$ cat src/rtl/seg_scan_ctrl.sv
// seg_scan_ctrl: time-multiplexed scan controller for an N-digit
// common-anode seven-segment display.
//
// Each digit gets a SHOW slot of CLK_DIV cycles. During the slot its anode
// is driven and its BCD code and decimal point go to the shared decoder.
// A BLANK gap of BLANK_CYCLES cycles with all anodes off follows each slot.
//
// New values are captured into a pending buffer. They are copied into the
// shadow (displayed) buffer only at the frame boundary, so a frame never
// shows a mix of old and new digits.
//
// Optional build macro: SEG_SCAN_LZB_EN enables leading-zero blanking.
module seg_scan_ctrl #(
   parameter int NUM_DIGITS   = 8,
   parameter int CLK_DIV      = 100000,
   parameter int BLANK_CYCLES = 16
) (
   input  logic                    clk,
   input  logic                    rst_n,
   input  logic                    load,
   input  logic [4*NUM_DIGITS-1:0] bcd_in,
   input  logic [NUM_DIGITS-1:0]   dp_in,
   output logic [3:0]              digit_code,
   output logic                    dp_n,
   output logic [NUM_DIGITS-1:0]   an_n,
   output logic                    load_ack,
   output logic                    frame_done
);

   localparam int CNT_MAX = (CLK_DIV > BLANK_CYCLES) ? CLK_DIV : BLANK_CYCLES;
   localparam int CNT_W   = (CNT_MAX > 1) ? $clog2(CNT_MAX) : 1;
   localparam int IDX_W   = (NUM_DIGITS > 1) ? $clog2(NUM_DIGITS) : 1;

   localparam logic [CNT_W-1:0] SHOW_LAST  = CNT_W'(CLK_DIV - 1);
   localparam logic [CNT_W-1:0] BLANK_LAST = CNT_W'(BLANK_CYCLES - 1);
   localparam logic [IDX_W-1:0] IDX_LAST   = IDX_W'(NUM_DIGITS - 1);

   typedef enum logic {
      BLANK = 1'b0,
      SHOW  = 1'b1
   } state_t;

   state_t                  state;
   logic [CNT_W-1:0]        cnt;
   logic [IDX_W-1:0]        idx;

   logic [4*NUM_DIGITS-1:0] shadow_bcd;
   logic [NUM_DIGITS-1:0]   shadow_dp;
   logic [4*NUM_DIGITS-1:0] pend_bcd;
   logic [NUM_DIGITS-1:0]   pend_dp;
   logic                    pending;

   logic                    show_end;
   logic                    blank_end;
   logic                    boundary;
   logic                    commit_load;
   logic                    commit_pend;
   logic [IDX_W-1:0]        idx_adv;
   logic [4*NUM_DIGITS-1:0] shadow_bcd_nxt;
   logic [NUM_DIGITS-1:0]   shadow_dp_nxt;
   logic [3:0]              sel_code;
   logic                    sel_dp;
   logic [NUM_DIGITS-1:0]   an_sel;
   logic                    blank_slot;

   // Slot terminal counts, frame boundary and the commit source for the shadow buffer
   always_comb begin
      show_end    = (state == SHOW)  && (cnt == SHOW_LAST);
      blank_end   = (state == BLANK) && (cnt == BLANK_LAST);
      idx_adv     = (idx == IDX_LAST) ? '0 : idx + IDX_W'(1);
      boundary    = blank_end && (idx == IDX_LAST);
      // A load landing on the boundary itself bypasses the pending buffer
      // and overrides whatever was pending.
      commit_load = boundary && load;
      commit_pend = boundary && pending && !load;
      if (commit_load) begin
         shadow_bcd_nxt = bcd_in;
         shadow_dp_nxt  = dp_in;
      end else if (commit_pend) begin
         shadow_bcd_nxt = pend_bcd;
         shadow_dp_nxt  = pend_dp;
      end else begin
         shadow_bcd_nxt = shadow_bcd;
         shadow_dp_nxt  = shadow_dp;
      end
   end

   // Select the code and decimal point of the digit whose SHOW slot starts next
   always_comb begin
      sel_code = '0;
      sel_dp   = 1'b0;
      for (int unsigned k = 0; k < NUM_DIGITS; k++) begin
         if (idx_adv == IDX_W'(k)) begin
            sel_code = shadow_bcd_nxt[4*k +: 4];
            sel_dp   = shadow_dp_nxt[k];
         end
      end
      an_sel = ~({{(NUM_DIGITS-1){1'b0}}, 1'b1} << idx_adv);
   end

`ifdef SEG_SCAN_LZB_EN
   logic [NUM_DIGITS-1:0] lead_zero;
   logic                  lz_run;

   // Mark each digit that sits inside the run of all-zero, no-dp digits from the left
   always_comb begin
      lz_run    = 1'b1;
      lead_zero = '0;
      for (int unsigned j = 0; j < NUM_DIGITS; j++) begin
         lz_run = lz_run
                & (shadow_bcd_nxt[4*(NUM_DIGITS-1-j) +: 4] == 4'd0)
                & ~shadow_dp_nxt[NUM_DIGITS-1-j];
         lead_zero[NUM_DIGITS-1-j] = lz_run;
      end
      blank_slot = lead_zero[idx_adv] && (idx_adv != '0);
   end
`else
   // All digits are always driven
   always_comb begin
      blank_slot = 1'b0;
   end
`endif

   // Scan FSM, load buffering and registered display outputs
   always_ff @(posedge clk or negedge rst_n) begin
      if (!rst_n) begin
         state      <= BLANK;
         cnt        <= '0;
         idx        <= IDX_LAST;
         shadow_bcd <= '0;
         shadow_dp  <= '0;
         pend_bcd   <= '0;
         pend_dp    <= '0;
         pending    <= 1'b0;
         an_n       <= '1;
         digit_code <= '0;
         dp_n       <= 1'b1;
         load_ack   <= 1'b0;
         frame_done <= 1'b0;
      end else begin
         load_ack   <= 1'b0;
         frame_done <= 1'b0;

         if (boundary) begin
            shadow_bcd <= shadow_bcd_nxt;
            shadow_dp  <= shadow_dp_nxt;
            pending    <= 1'b0;
            if (commit_load || commit_pend) begin
               load_ack <= 1'b1;
            end
         end else if (load) begin
            pend_bcd <= bcd_in;
            pend_dp  <= dp_in;
            pending  <= 1'b1;
         end

         case (state)
            SHOW: begin
               if (show_end) begin
                  state <= BLANK;
                  cnt   <= '0;
                  an_n  <= '1;
               end else begin
                  cnt <= cnt + CNT_W'(1);
               end
            end
            BLANK: begin
               if (blank_end) begin
                  state      <= SHOW;
                  cnt        <= '0;
                  idx        <= idx_adv;
                  an_n       <= blank_slot ? '1 : an_sel;
                  digit_code <= sel_code;
                  dp_n       <= ~sel_dp;
                  if (idx == IDX_LAST) begin
                     frame_done <= 1'b1;
                  end
               end else begin
                  cnt <= cnt + CNT_W'(1);
               end
            end
            default: begin
               state <= BLANK;
               cnt   <= '0;
               an_n  <= '1;
            end
         endcase
      end
   end

endmodule

$ cat config.mk
export PLATFORM = sky130hd
export DESIGN_NAME = seg_scan_ctrl
export DESIGN_NICKNAME = d
export VERILOG_FILES = /design/src/rtl/seg_scan_ctrl.sv
export SDC_FILE = /design/constraint.sdc
export NUM_CORES = 1
export LEC_CHECK = 0
export BUFFER_PORTS_ARGS = -buffer_cell sky130_fd_sc_hd__buf_2
export CAP_MARGIN = 10
export CORE_MARGIN = 5
export CORE_UTILIZATION = 45
export CTS_CLUSTER_DIAMETER = 30
export DETAILED_ROUTE_END_ITERATION = 10
export PLACE_DENSITY = 0.72
export SLEW_MARGIN = 20
export SYNTH_ARGS = -nofsm -noshare
export SYNTH_HDL_FRONTEND = slang
export SYNTH_SLANG_ARGS = --single-unit
$ cat constraint.sdc
create_clock -name clk -period 4.4 [get_ports clk]
set_input_delay 1.1 -clock clk [delete_from_list [all_inputs] [get_ports clk]]
set_output_delay 1.1 -clock clk [all_outputs]
set_load 0.05 [all_outputs]
# Word-level counts from Yosys, hierarchy flattened

Index checks and enable logic that the tools add are counted.

Bitwise logic cells: 4
Shift operators: 1
Reductions and logical operators: 13
Add/sub/neg operators: 2
Eq/ne operators: 12
Muxes and demuxes: 37

Operator list:

| operator                                                                | count |
|---|---|
| 32-bit 2-to-1 mux                                                       | 2 |
| 17-bit 2-to-1 mux                                                       | 2 |
| 17-bit case mux with 2 select lines                                     | 1 |
| 4-bit 2-to-1 mux                                                        | 8 |
| 8-bit 2-to-1 mux                                                        | 4 |
| 17-bit by 1-bit adder with 17-bit output, second input constant         | 1 |
| 17-bit equality test, second input constant                             | 1 |
| 17-bit by 4-bit equality test with 1-bit output, second input constant  | 1 |
| 1-bit 2-to-1 mux                                                        | 17 |
| 8-bit case mux with 2 select lines                                      | 1 |
| 3-bit equality test, second input constant                              | 5 |
| 8-bit inverter                                                          | 1 |
| 1-bit by 3-bit left shift with 8-bit output, first input constant       | 1 |
| 3-bit by 2-bit equality test with 1-bit output, second input constant   | 2 |
| 1-bit logical AND                                                       | 6 |
| 2-bit AND reduction                                                     | 3 |
| 3-bit by 1-bit adder with 3-bit output, second input constant           | 1 |
| 3-bit by 1-bit equality test with 1-bit output, second input constant   | 1 |
| 3-bit logical NOT                                                       | 1 |
| 3-bit 2-to-1 mux                                                        | 1 |
| 1-bit inverter                                                          | 3 |
| 2-bit by 1-bit inequality test with 1-bit output, second input constant | 1 |
| 2-bit inequality test, second input constant                            | 1 |
| 1-bit case mux with 2 select lines                                      | 1 |
| 3 further kinds                                                         | 3 |

Flip-flop bits (word level): 117
Input bits: 43

# Logic depth before layout (Yosys ltp)

Gate-level depths: netlist of run 1.

Depth in word-level cells: 16
Depth in mapped cells: 11
Depth with buffers taken out: 9

# Worst setup path before layout of run 1

OpenSTA, ideal clock, no wires.

Path type: input-to-reg
Start point: input port load
End point: register dp_n
Path buffers: 1
Cell stages on the path: 7
Arrival time: 2.516 ns
Setup slack: 1.809 ns
Setup time: 0.075 ns
Path through: nand2b_1 nor4_2 buf_4 mux2i_1 a21oi_1 a2111o_1 o211ai_2

Cells in the longest elaborated chain, start to end: 13
Elaborated cells on any way between the ends: 14
Those cells by class: mux (10); bitwise (1); reduce/logical (3)

RTL lines:

| item                          | line | text |
|---|---|---|
| start: declaration            | 20   | `input logic load,` |
| 1-bit logical NOT             | 75   | `commit_pend = boundary && pending && !load;` |
| 1-bit logical AND             | 75   |  |
| 8-bit 2-to-1 mux              | 79   | `end else if (commit_pend) begin` |
| 8-bit 2-to-1 mux (*)          | 76   | `if (commit_load) begin` |
| 1-bit 2-to-1 mux (7 in a row) | 93   | `if (idx_adv == IDX_W'(k)) begin` |
| 1-bit 2-to-1 mux (*)          | 93   |  |
| 1-bit inverter (*)            | 174  | `dp_n <= ~sel_dp;` |
| end signal: assignment        | 174  |  |
| end: declaration              | 24   | `output logic dp_n,` |

Every way passes the cells marked *; elsewhere a longest branch is shown, timed or not.
A chain may end at the register's enable or synchronous reset.

# Worst setup path in the final report of run 1

Start point: register idx[0]
End point: register pend_bcd[10]

Cells in the longest elaborated chain, start to end: 4

RTL lines:

| item                                 | line | text |
|---|---|---|
| start: declaration                   | 45   | `logic [IDX_W-1:0] idx;` |
| start signal: assignment             | 171  | `idx <= idx_adv;` |
| 3-bit equality test                  | 71   | `boundary = blank_end && (idx == IDX_LAST);` |
| 1-bit logical AND                    | 71   |  |
| 1-bit inverter (no source line)      | --   |  |
| 2-bit AND reduction (no source line) | --   |  |
| end signal: assignment               | 152  | `pend_bcd <= bcd_in;` |
| end: declaration                     | 49   | `logic [4*NUM_DIGITS-1:0] pend_bcd;` |

Every way passes these cells.

==> results of run 1 <==
==> logic make-up after synthesis <==
logic type	count (synthesis)
AO/OA/AOI/OAI	132
XOR/XNOR	14
adder cells (fa/ha/maj)	3
buffers and inverters	39
flip-flops	117
multiplexers	50
AND/OR/NAND/NOR	191
==> power by group <==
part	switching (W)	leakage (nW)	internal, W
Sequential	0.0000224	1.45	0.00112
Combinational	0.0000624	1.20	0.0000550
Clock	0.000499	0.282	0.000861
==> worst max path at each step <==
| stage | end |
|---|---|
| final | pend_bcd[10] |
| after detailed placement | pend_bcd[31] |
| after global routing | pend_bcd[31] |
| after floorplan | dp_n |
| after global placement | pend_bcd[4] |
| after CTS | pend_bcd[10] |
==> cells in the final DEF, fill, tap and decap left out, types with 10 or more instances in the layout <==
master,n
sky130_fd_sc_hd__nand2_1,36
sky130_fd_sc_hd__buf_2,56
sky130_fd_sc_hd__mux2i_1,11
sky130_fd_sc_hd__a31oi_1,10
sky130_fd_sc_hd__buf_4,10
sky130_fd_sc_hd__dfstp_2,12
sky130_fd_sc_hd__clkbuf_16,17
sky130_fd_sc_hd__mux2_2,27
sky130_fd_sc_hd__a21oi_1,31
sky130_fd_sc_hd__and3_1,10
sky130_fd_sc_hd__nor2_1,73
sky130_fd_sc_hd__nand3_1,22
sky130_fd_sc_hd__o22ai_1,10
sky130_fd_sc_hd__mux2_1,12
sky130_fd_sc_hd__o21ai_0,21
sky130_fd_sc_hd__dfrtp_1,105
==> sequential cells by signal (all words and copies together) (netlist names), 3 cells and up <==
register and cells:
shadow_dp 8, an_n 8, shadow_bcd 32, idx 3
pend_dp 8, pend_bcd 32, digit_code 4, cnt 17
==> critical path: stages, from the launching register on <==
cell	delay [ns]
sky130_fd_sc_hd__dfstp_2	0.66
sky130_fd_sc_hd__ha_1	0.19
sky130_fd_sc_hd__ha_1	0.46
sky130_fd_sc_hd__or4b_4	0.60
sky130_fd_sc_hd__nor2_4	0.29
sky130_fd_sc_hd__nand2_1	0.27
sky130_fd_sc_hd__nand2_2	0.53
sky130_fd_sc_hd__buf_4	0.33
sky130_fd_sc_hd__mux2_1	0.35
==> routing by layer <==
metal	wire length, um	part of all wire [%]	up-vias	GRT usage, %
met5	0	0	-	0
met4	325	2.1	0	7.49
met3	971	6.3	29	5.71
met2	7440	48	209	34.5
met1	6750	44	2277	29.1
li1	-	-	2118	-
==> cell type report <==
class / count / area (sq um) / share of cell area (%)
Tap cell: 172 / 215 / 3.19
Sequential cell: 117 / 2940 / 43.6
Inverter: 11 / 41.3 / 0.612
Clock inverter: 12 / 129 / 1.91
Multi-Input combinational cell: 390 / 2590 / 38.4
Timing Repair Buffer: 67 / 375 / 5.56
Clock buffer: 20 / 457 / 6.77
==> per-stage QoR <==
step	worst slack, ns	instance area [sq um]
detailed placement	0.671	6160
floorplan	1.81	5690
finish	0.594	6750
global placement	0.771	6160
CTS	0.633	6750
global route	0.398	6750
==> metrics.md, run 1 <==
| Metric | Value |
|---|---|
| Worst rel slew slack | between 20% and 30% |
| Destination of the worst register-to-register timing path | pend_bcd[10] |
| Capture endpoint of the worst hold path | cnt[0] |
| Synthesized-area fraction occupied by adder cells | 0.659% |
| Clock slew seen by the registers of the worst setup and hold paths | 0.05 ns |
| Vias per inst | 5.87 |
| Required time at the endpoint of the critical path | 4.69 ns |
| Post-synthesis simple-gate area fraction | 17.0% |
| Post-synthesis compound-gate area fraction | 15.9% |
| Max-cap violation count | 0 |
| Average cell area after synthesis | 10.4 sq um |
| Synth-to-Final Area Change | 18.6% |
| Largest net degree at the start of global routing | 65 |
| GR Overflow Total | 0 |
| Number of iterations in the first detailed-routing pass | 6 |
| Capturing element type of the critical path | flip-flop |
| Sequential-to-total area share from yosys stat | between 50% and 60% |
| Hold path startpoint | cnt[0] |
| Total of fill cells in the finished design | around 1100 |
| Cell count after synthesis | ~550 |
| Total number of H-tree levels | 4 |
| Hold Path Depth | 1 |
| Antenna violations before repair | 0 |
| Final estimated routing congestion in global placement | 0.970 |
| Netlist area before placement | between 5000 and 6000 sq um |
| Starting utilization of the core area | 45.5% |
| Number of different library cells in the post-synthesis netlist | between 60 and 70 |
| First-pass GRT wire length | 25.1 mm |
| Cell count of the worst reg-to-reg path | 8 |
| Top post-synthesis cells by count | sky130_fd_sc_hd__dfrtp_1 (105), sky130_fd_sc_hd__nor2_1 (73), sky130_fd_sc_hd__nand2_1 (37), sky130_fd_sc_hd__a21oi_1 (31), sky130_fd_sc_hd__mux2_2 (27) |
| Sum of routed wire length over all layers | 15.5 mm |
| Unrepaired setup endpoints after global routing | no |
| Average wire per standard cell | 19.6 um |
| Tightest Hold Check Type | flip-flop to flip-flop |
| Worst Max-Slew Pin Slew | between 1 and 1.5 ns |
| Cell accounting for the most synthesized area | sky130_fd_sc_hd__dfrtp_1 |
| Fraction of post-synthesis cell area in the top cell type by area | 46.2% |
| Area of the core region | around 13000 sq um |
| Leakage component of the power | 2.94 nW |
| Number of buffers inserted by hold repair at cts | 0 |
| Die width | roughly 120 um |
| Share of synthesized registers carrying an async set or reset | 100% |
| Maximum number of buffers from clock root to sink | 2 |
| Antenna diode instance count | 0 |
| Flops & latches, synth | 117 |
| Run status | completed |
| Post-detail-place hpwl | 10.8 mm |
| Xor/xnor share of the synthesized area | 2.15% |
| Clock tree root buffer cell | sky130_fd_sc_hd__clkbuf_16 |
| Final worst path period need | between 3 and 4 ns |
| DRT antenna net count | 0 |
| Reg2Reg Launch Point | idx[0] |
| Post-layout net count | 650 |
| Proportion of synthesized area in mux cells | 9.65% |
| Crit share post-route | 86.5% |
| Max Transition Viols Final | 0 |
| Number of I/O port buffers | 57 |
| Buffers inserted during post-CTS setup optimization | 0 |
| Number of hold-slack violations in the final timing report | 0 |
| Setup violations, final | 0 |
| Largest cells by area after synthesis | sky130_fd_sc_hd__dfrtp_1 (46%), sky130_fd_sc_hd__dfstp_2 (5.5%), sky130_fd_sc_hd__mux2_2 (5.3%), sky130_fd_sc_hd__nor2_1 (4.8%), sky130_fd_sc_hd__a21oi_1 (2.7%) |
| Library cell with the highest instance count after synthesis | sky130_fd_sc_hd__dfrtp_1 |
| CTS tree | built |
| Most common flop cell mapped by yosys | sky130_fd_sc_hd__dfrtp_1 |
| Yosys warnings | 0 |
| Worst setup path category | flip-flop to flip-flop |
| Post-route DRC violation count | 0 |
| Worst-case hold slack | 0.463 ns |
| Setup Skew | 0.0102 ns |
| All-layer global routing usage | 21.8% |
| Total via count in the routed design | approximately 4600 |
| TNS Setup | 0 ns |
| EDFF count, synth | 0 |
| Total die area | 15000 sq um |
| Largest fanout on the critical path | 20 |
| Fraction of layout instances using a drive strength above 1 | 25.6% |
| Minimum setup slack among reg-to-reg paths | 0.59 ns |
| Dominant combinational cell family by area after synthesis | simple AND/OR/NAND/NOR gates |
| Upper clock frequency limit | about 260 MHz |
| P per Cell Area | just under 400 nW/um^2 |
| Final core utilization | between 50% and 60% |
| Detailed Route Iter0 Violations | 428 |
| Peak VDD IR | slightly above 300 uV |
| Setup crit start kind | flip-flop |
| Number of gates resized after cts | 0 |
| Chip Height | about 120 um |
| Placed cell count | 757 |
| Clock Sink Count | approximately 120 |
| Number of global-route vias before repair | 4680 |
| Crit path from | idx[0] |
| Overall power of the completed layout | about 0.0026 W |
| Number of nets produced by synthesis | 592 |
| Layout Cells excl Fill | 789 |
| Core Rows | 41 |
| Number of buffers created by CTS | 17 |
| Arrival time at the worst endpoint | 4.10 ns |
| Top-level I/O count | 58 |
| Worst-skew pair later-pin latency | 0.42 ns |
(Power assumes the default switching activity.)
==> inputs of run 2 (changes only) <==
--- a/config.mk
+++ b/config.mk
@@ -5,6 +5,7 @@
 export SDC_FILE = /design/constraint.sdc
 export NUM_CORES = 1
 export LEC_CHECK = 0
+export ABC_AREA = 1
 export BUFFER_PORTS_ARGS = -buffer_cell sky130_fd_sc_hd__buf_2
 export CAP_MARGIN = 10
 export CORE_MARGIN = 5
==> metrics.md, run 2 <==
| Metric | Value |
|---|---|
| Leading cell types in the layout, fill and taps excluded | sky130_fd_sc_hd__nand2_1 (152), sky130_fd_sc_hd__dfrtp_1 (105), sky130_fd_sc_hd__inv_1 (90), sky130_fd_sc_hd__buf_2 (56), sky130_fd_sc_hd__nor2_1 (48) (was sky130_fd_sc_hd__dfrtp_1 (105), sky130_fd_sc_hd__nor2_1 (73), sky130_fd_sc_hd__buf_2 (56), sky130_fd_sc_hd__nand2_1 (36), sky130_fd_sc_hd__a21oi_1 (31)) |
| Clock Sink Count | 117 (unchanged) |
| Required time at the endpoint of the critical path | 4.76 ns (was 4.69 ns) |
| Most common flop cell mapped by yosys | sky130_fd_sc_hd__dfrtp_1 (unchanged) |
| Setup crit start kind | flip-flop (unchanged) |
| Fraction of post-synthesis cell area in the top cell type by area | 46.0% (was 46.2%) |
| Top Registers | pend_bcd x32, shadow_bcd x32, cnt x17 (unchanged) |
| Run status | completed (unchanged) |
| Tightest Hold Check Type | flip-flop to flip-flop (unchanged) |
| Netlist area before placement | 5710 sq um (was 5690 sq um) |
| Peak VDD IR | 250 uV (was 311 uV) |
| Proportion of synthesized area in mux cells | 2.56% (was 9.65%) |
| Met2 wire length | 6.70 mm (was 7.44 mm) |
| Final core utilization | 53.0% (was 53.9%) |
| Most common library cell in the layout ignoring fill and taps | sky130_fd_sc_hd__nand2_1 (was sky130_fd_sc_hd__dfrtp_1) |
| Worst rel slew slack | 28.2% (was 25.8%) |
| Number of hold-slack violations in the final timing report | 0 (unchanged) |
| Largest fanout on the critical path | 6 (was 20) |
| Cell accounting for the most synthesized area | sky130_fd_sc_hd__dfrtp_1 (unchanged) |
| Met3 routed wirelength | 810 um (was 971 um) |
| Top-level I/O count | 58 (unchanged) |
| P per Cell Area | 374 nW/um^2 (was 388 nW/um^2) |
| Number of iterations in the first detailed-routing pass | 5 (was 6) |
| Top routing layer in use | met4 (unchanged) |
| Total routed wire length on the met1 layer | 5.95 mm (was 6.75 mm) |
| Dominant cell type by count on the critical path | sky130_fd_sc_hd__nand2_1 (was sky130_fd_sc_hd__ha_1) |
| Maximum number of buffers from clock root to sink | 2 (unchanged) |
| Die width | 123 um (was 122 um) |
| Total via count in the routed design | 4715 (was 4633) |
| Worst Max-Slew Pin Slew | 1.07 ns (was 1.11 ns) |
| Slowest stage cell, crit path | sky130_fd_sc_hd__nor3_1 (was sky130_fd_sc_hd__dfstp_2) |
| Number of buffers inserted by hold repair at cts | 0 (unchanged) |
| Core Rows | 41 (unchanged) |
| Post-route DRC violation count | 0 (unchanged) |
| Average cell area after synthesis | 8.60 sq um (was 10.4 sq um) |
| Number of gates resized after cts | 0 (unchanged) |
| Post-synthesis simple-gate area fraction | 24.6% (was 17.0%) |
| Sequential-to-total area share from yosys stat | 51.5% (was 51.7%) |
| Antenna diode instance count | 0 (unchanged) |
| Area of the core region | 12500 sq um (unchanged) |
| EDFF count, synth | 0 (unchanged) |
| Worst-skew pair later-pin latency | 0.41 ns (was 0.42 ns) |
| Cell count of the worst reg-to-reg path | 14 (was 8) |
| Buffers inserted during post-CTS setup optimization | 0 (unchanged) |
| Library cell with the highest instance count after synthesis | sky130_fd_sc_hd__nand2_1 (was sky130_fd_sc_hd__dfrtp_1) |
| Unrepaired setup endpoints after global routing | no (unchanged) |
| Vias per inst | 5.21 (was 5.87) |
| Clock slew seen by the registers of the worst setup and hold paths | 0.05 ns (about the same) |
| Fraction of layout instances using a drive strength above 1 | 19.8% (was 25.6%) |
| Final worst path period need | 2.97 ns (was 3.81 ns) |
| Cells along the critical path | ha_1 -> ha_1 -> inv_2 -> nand2_1 -> inv_1 -> nor3_1 -> inv_1 -> a21oi_1 -> nand2_1 -> nand3_1 -> nor2_1 -> nand4_1 -> nand2_1 -> nand2_1 (was ha_1 -> ha_1 -> or4b_4 -> nor2_4 -> nand2_1 -> nand2_2 -> buf_4 -> mux2_1) |
| Detailed Route Iter0 Violations | 309 (was 428) |
| Setup Skew | 0.00900 ns (was 0.0102 ns) |
| Flops & latches, synth | 117 (unchanged) |
| First-pass GRT wire length | 23.0 mm (was 25.1 mm) |
| Xor/xnor share of the synthesized area | 0.767% (was 2.15%) |
| Antenna violations before repair | 0 (unchanged) |
| Largest cells by area after synthesis | sky130_fd_sc_hd__dfrtp_1 (46%), sky130_fd_sc_hd__nand2_1 (10%), sky130_fd_sc_hd__inv_1 (5.9%), sky130_fd_sc_hd__dfstp_2 (5.5%), sky130_fd_sc_hd__nand3_1 (3.8%) (was sky130_fd_sc_hd__dfrtp_1 (46%), sky130_fd_sc_hd__dfstp_2 (5.5%), sky130_fd_sc_hd__mux2_2 (5.3%), sky130_fd_sc_hd__nor2_1 (4.8%), sky130_fd_sc_hd__a21oi_1 (2.7%)) |
| Capturing element type of the critical path | flip-flop (unchanged) |
| Number of I/O port buffers | 57 (unchanged) |
| Yosys warnings | 0 (unchanged) |
| Worst-case hold slack | 0.465 ns (was 0.463 ns) |
| DRT antenna net count | 0 (unchanged) |
| Number of different library cells in the post-synthesis netlist | 47 (was 68) |
| GR Overflow Total | 0 (unchanged) |
| Peak per-stage delay on the critical path | 0.61 ns (was 0.66 ns) |
| Top post-synthesis cells by count | sky130_fd_sc_hd__nand2_1 (152), sky130_fd_sc_hd__dfrtp_1 (105), sky130_fd_sc_hd__inv_1 (90), sky130_fd_sc_hd__nor2_1 (48), sky130_fd_sc_hd__nand3_1 (43) (was sky130_fd_sc_hd__dfrtp_1 (105), sky130_fd_sc_hd__nor2_1 (73), sky130_fd_sc_hd__nand2_1 (37), sky130_fd_sc_hd__a21oi_1 (31), sky130_fd_sc_hd__mux2_2 (27)) |
| Hold Path Depth | 1 (unchanged) |
| Number of global-route vias before repair | 4623 (was 4680) |
| Largest net degree at the start of global routing | 82 (was 65) |
| Average wire per standard cell | 15.1 um (was 19.6 um) |
| CTS tree | built (unchanged) |
| Final estimated routing congestion in global placement | 0.903 (was 0.970) |
| Starting utilization of the core area | 45.6% (was 45.5%) |
| Leakage component of the power | 3.29 nW (was 2.94 nW) |
| Worst setup path category | flip-flop to flip-flop (unchanged) |
| Upper clock frequency limit | 337 MHz (was 263 MHz) |
| Number of nets produced by synthesis | 710 (was 592) |
| Share of synthesized registers carrying an async set or reset | 100% (unchanged) |
| Sum of routed wire length over all layers | 13.6 mm (was 15.5 mm) |
| Total die area | 15000 sq um (about the same) |
| Setup violations, final | 0 (unchanged) |
| Cell count after synthesis | 664 (was 546) |
| Clock tree root buffer cell | sky130_fd_sc_hd__clkbuf_16 (unchanged) |
| Synth-to-Final Area Change | 16.1% (was 18.6%) |
| All-layer global routing usage | 19.9% (was 21.8%) |
| Post-detail-place hpwl | 9.64 mm (was 10.8 mm) |
| Max-cap violation count | 0 (unchanged) |
| Max Transition Viols Final | 0 (unchanged) |
| Overall power of the completed layout | 0.00248 W (was 0.00262 W) |
| TNS Setup | 0 ns (unchanged) |
| Post-layout net count | 769 (was 650) |
| Number of buffers created by CTS | 17 (unchanged) |
| Chip Height | 123 um (was 122 um) |
| Arrival time at the worst endpoint | 3.33 ns (was 4.10 ns) |
| Crit share post-route | 67.5% (was 86.5%) |
| Dominant combinational cell family by area after synthesis | simple AND/OR/NAND/NOR gates (unchanged) |
| Post-synthesis compound-gate area fraction | 11.0% (was 15.9%) |
| Total number of H-tree levels | 4 (unchanged) |
| Synthesized-area fraction occupied by adder cells | 0.657% (was 0.659%) |
## run 2: stage by stage
step	instances	setup WS (ns)	cell area [sq um]
6_report	905	1.43	6630
5_1_grt	905	1.20	6630
4_1_cts	905	1.43	6630
3_5_place_dp	876	1.16	6100
3_3_place_gp	876	1.22	6100
2_1_floorplan	664	1.86	5710
## run 2: cells by family after synthesis
logic type      Yosys count
compound gates          108
xor+xnor                  5
fa+ha+maj                 3
buf+inv                 117
flops                   117
mux                      13
simple gates            301
## run 2: path summary, 6_finish.rpt
check / from / to / slack, ns
setup / recovery: idx[0] / digit_code[3] / 1.43
hold / removal: cnt[0] / cnt[0] / 0.47
setup reg to reg: idx[0] / digit_code[3] / 1.43
hold reg to reg: cnt[0] / cnt[0] / 0.47
max in group asynchronous: rst_n / an_n[6] / 2.82
min in group asynchronous: rst_n / shadow_dp[0] / 0.72
## run 2: report_power, final
group / switching [W] / internal, W
sequential: 0.0000182 / 0.00111
clock: 0.000455 / 0.000791
combinational: 0.0000627 / 0.0000378
total: 0.000536 / 0.00194
## run 2: worst max-delay path, delay by kind of cell, from the launching register on
family          cells  cell delay [ns]
simple gates        8             1.22
flops               1             0.58
fa+ha+maj           2             0.49
buf+inv             3             0.46
compound gates      1             0.17
## run 2: metal layers
| layer | up-vias | track usage, % |
|---|---|---|
| li1 | 2267 | - |
| met1 | 2285 | 26.8 |
| met2 | 150 | 31.3 |
| met3 | 13 | 5.21 |
| met4 | 0 | 6.58 |
| met5 | - | 0 |
## run 2: final cells by class
| class | count | area [sq um] |
|---|---|---|
| fillers | 1162 | 5890 |
| inverters | 96 | 362 |
| flip-flops and latches | 117 | 2940 |
| multi-input cells | 430 | 2260 |
| repair buffers | 61 | 322 |
| well taps | 172 | 215 |
| clock inverters | 5 | 52.6 |
| clock buffers | 24 | 472 |
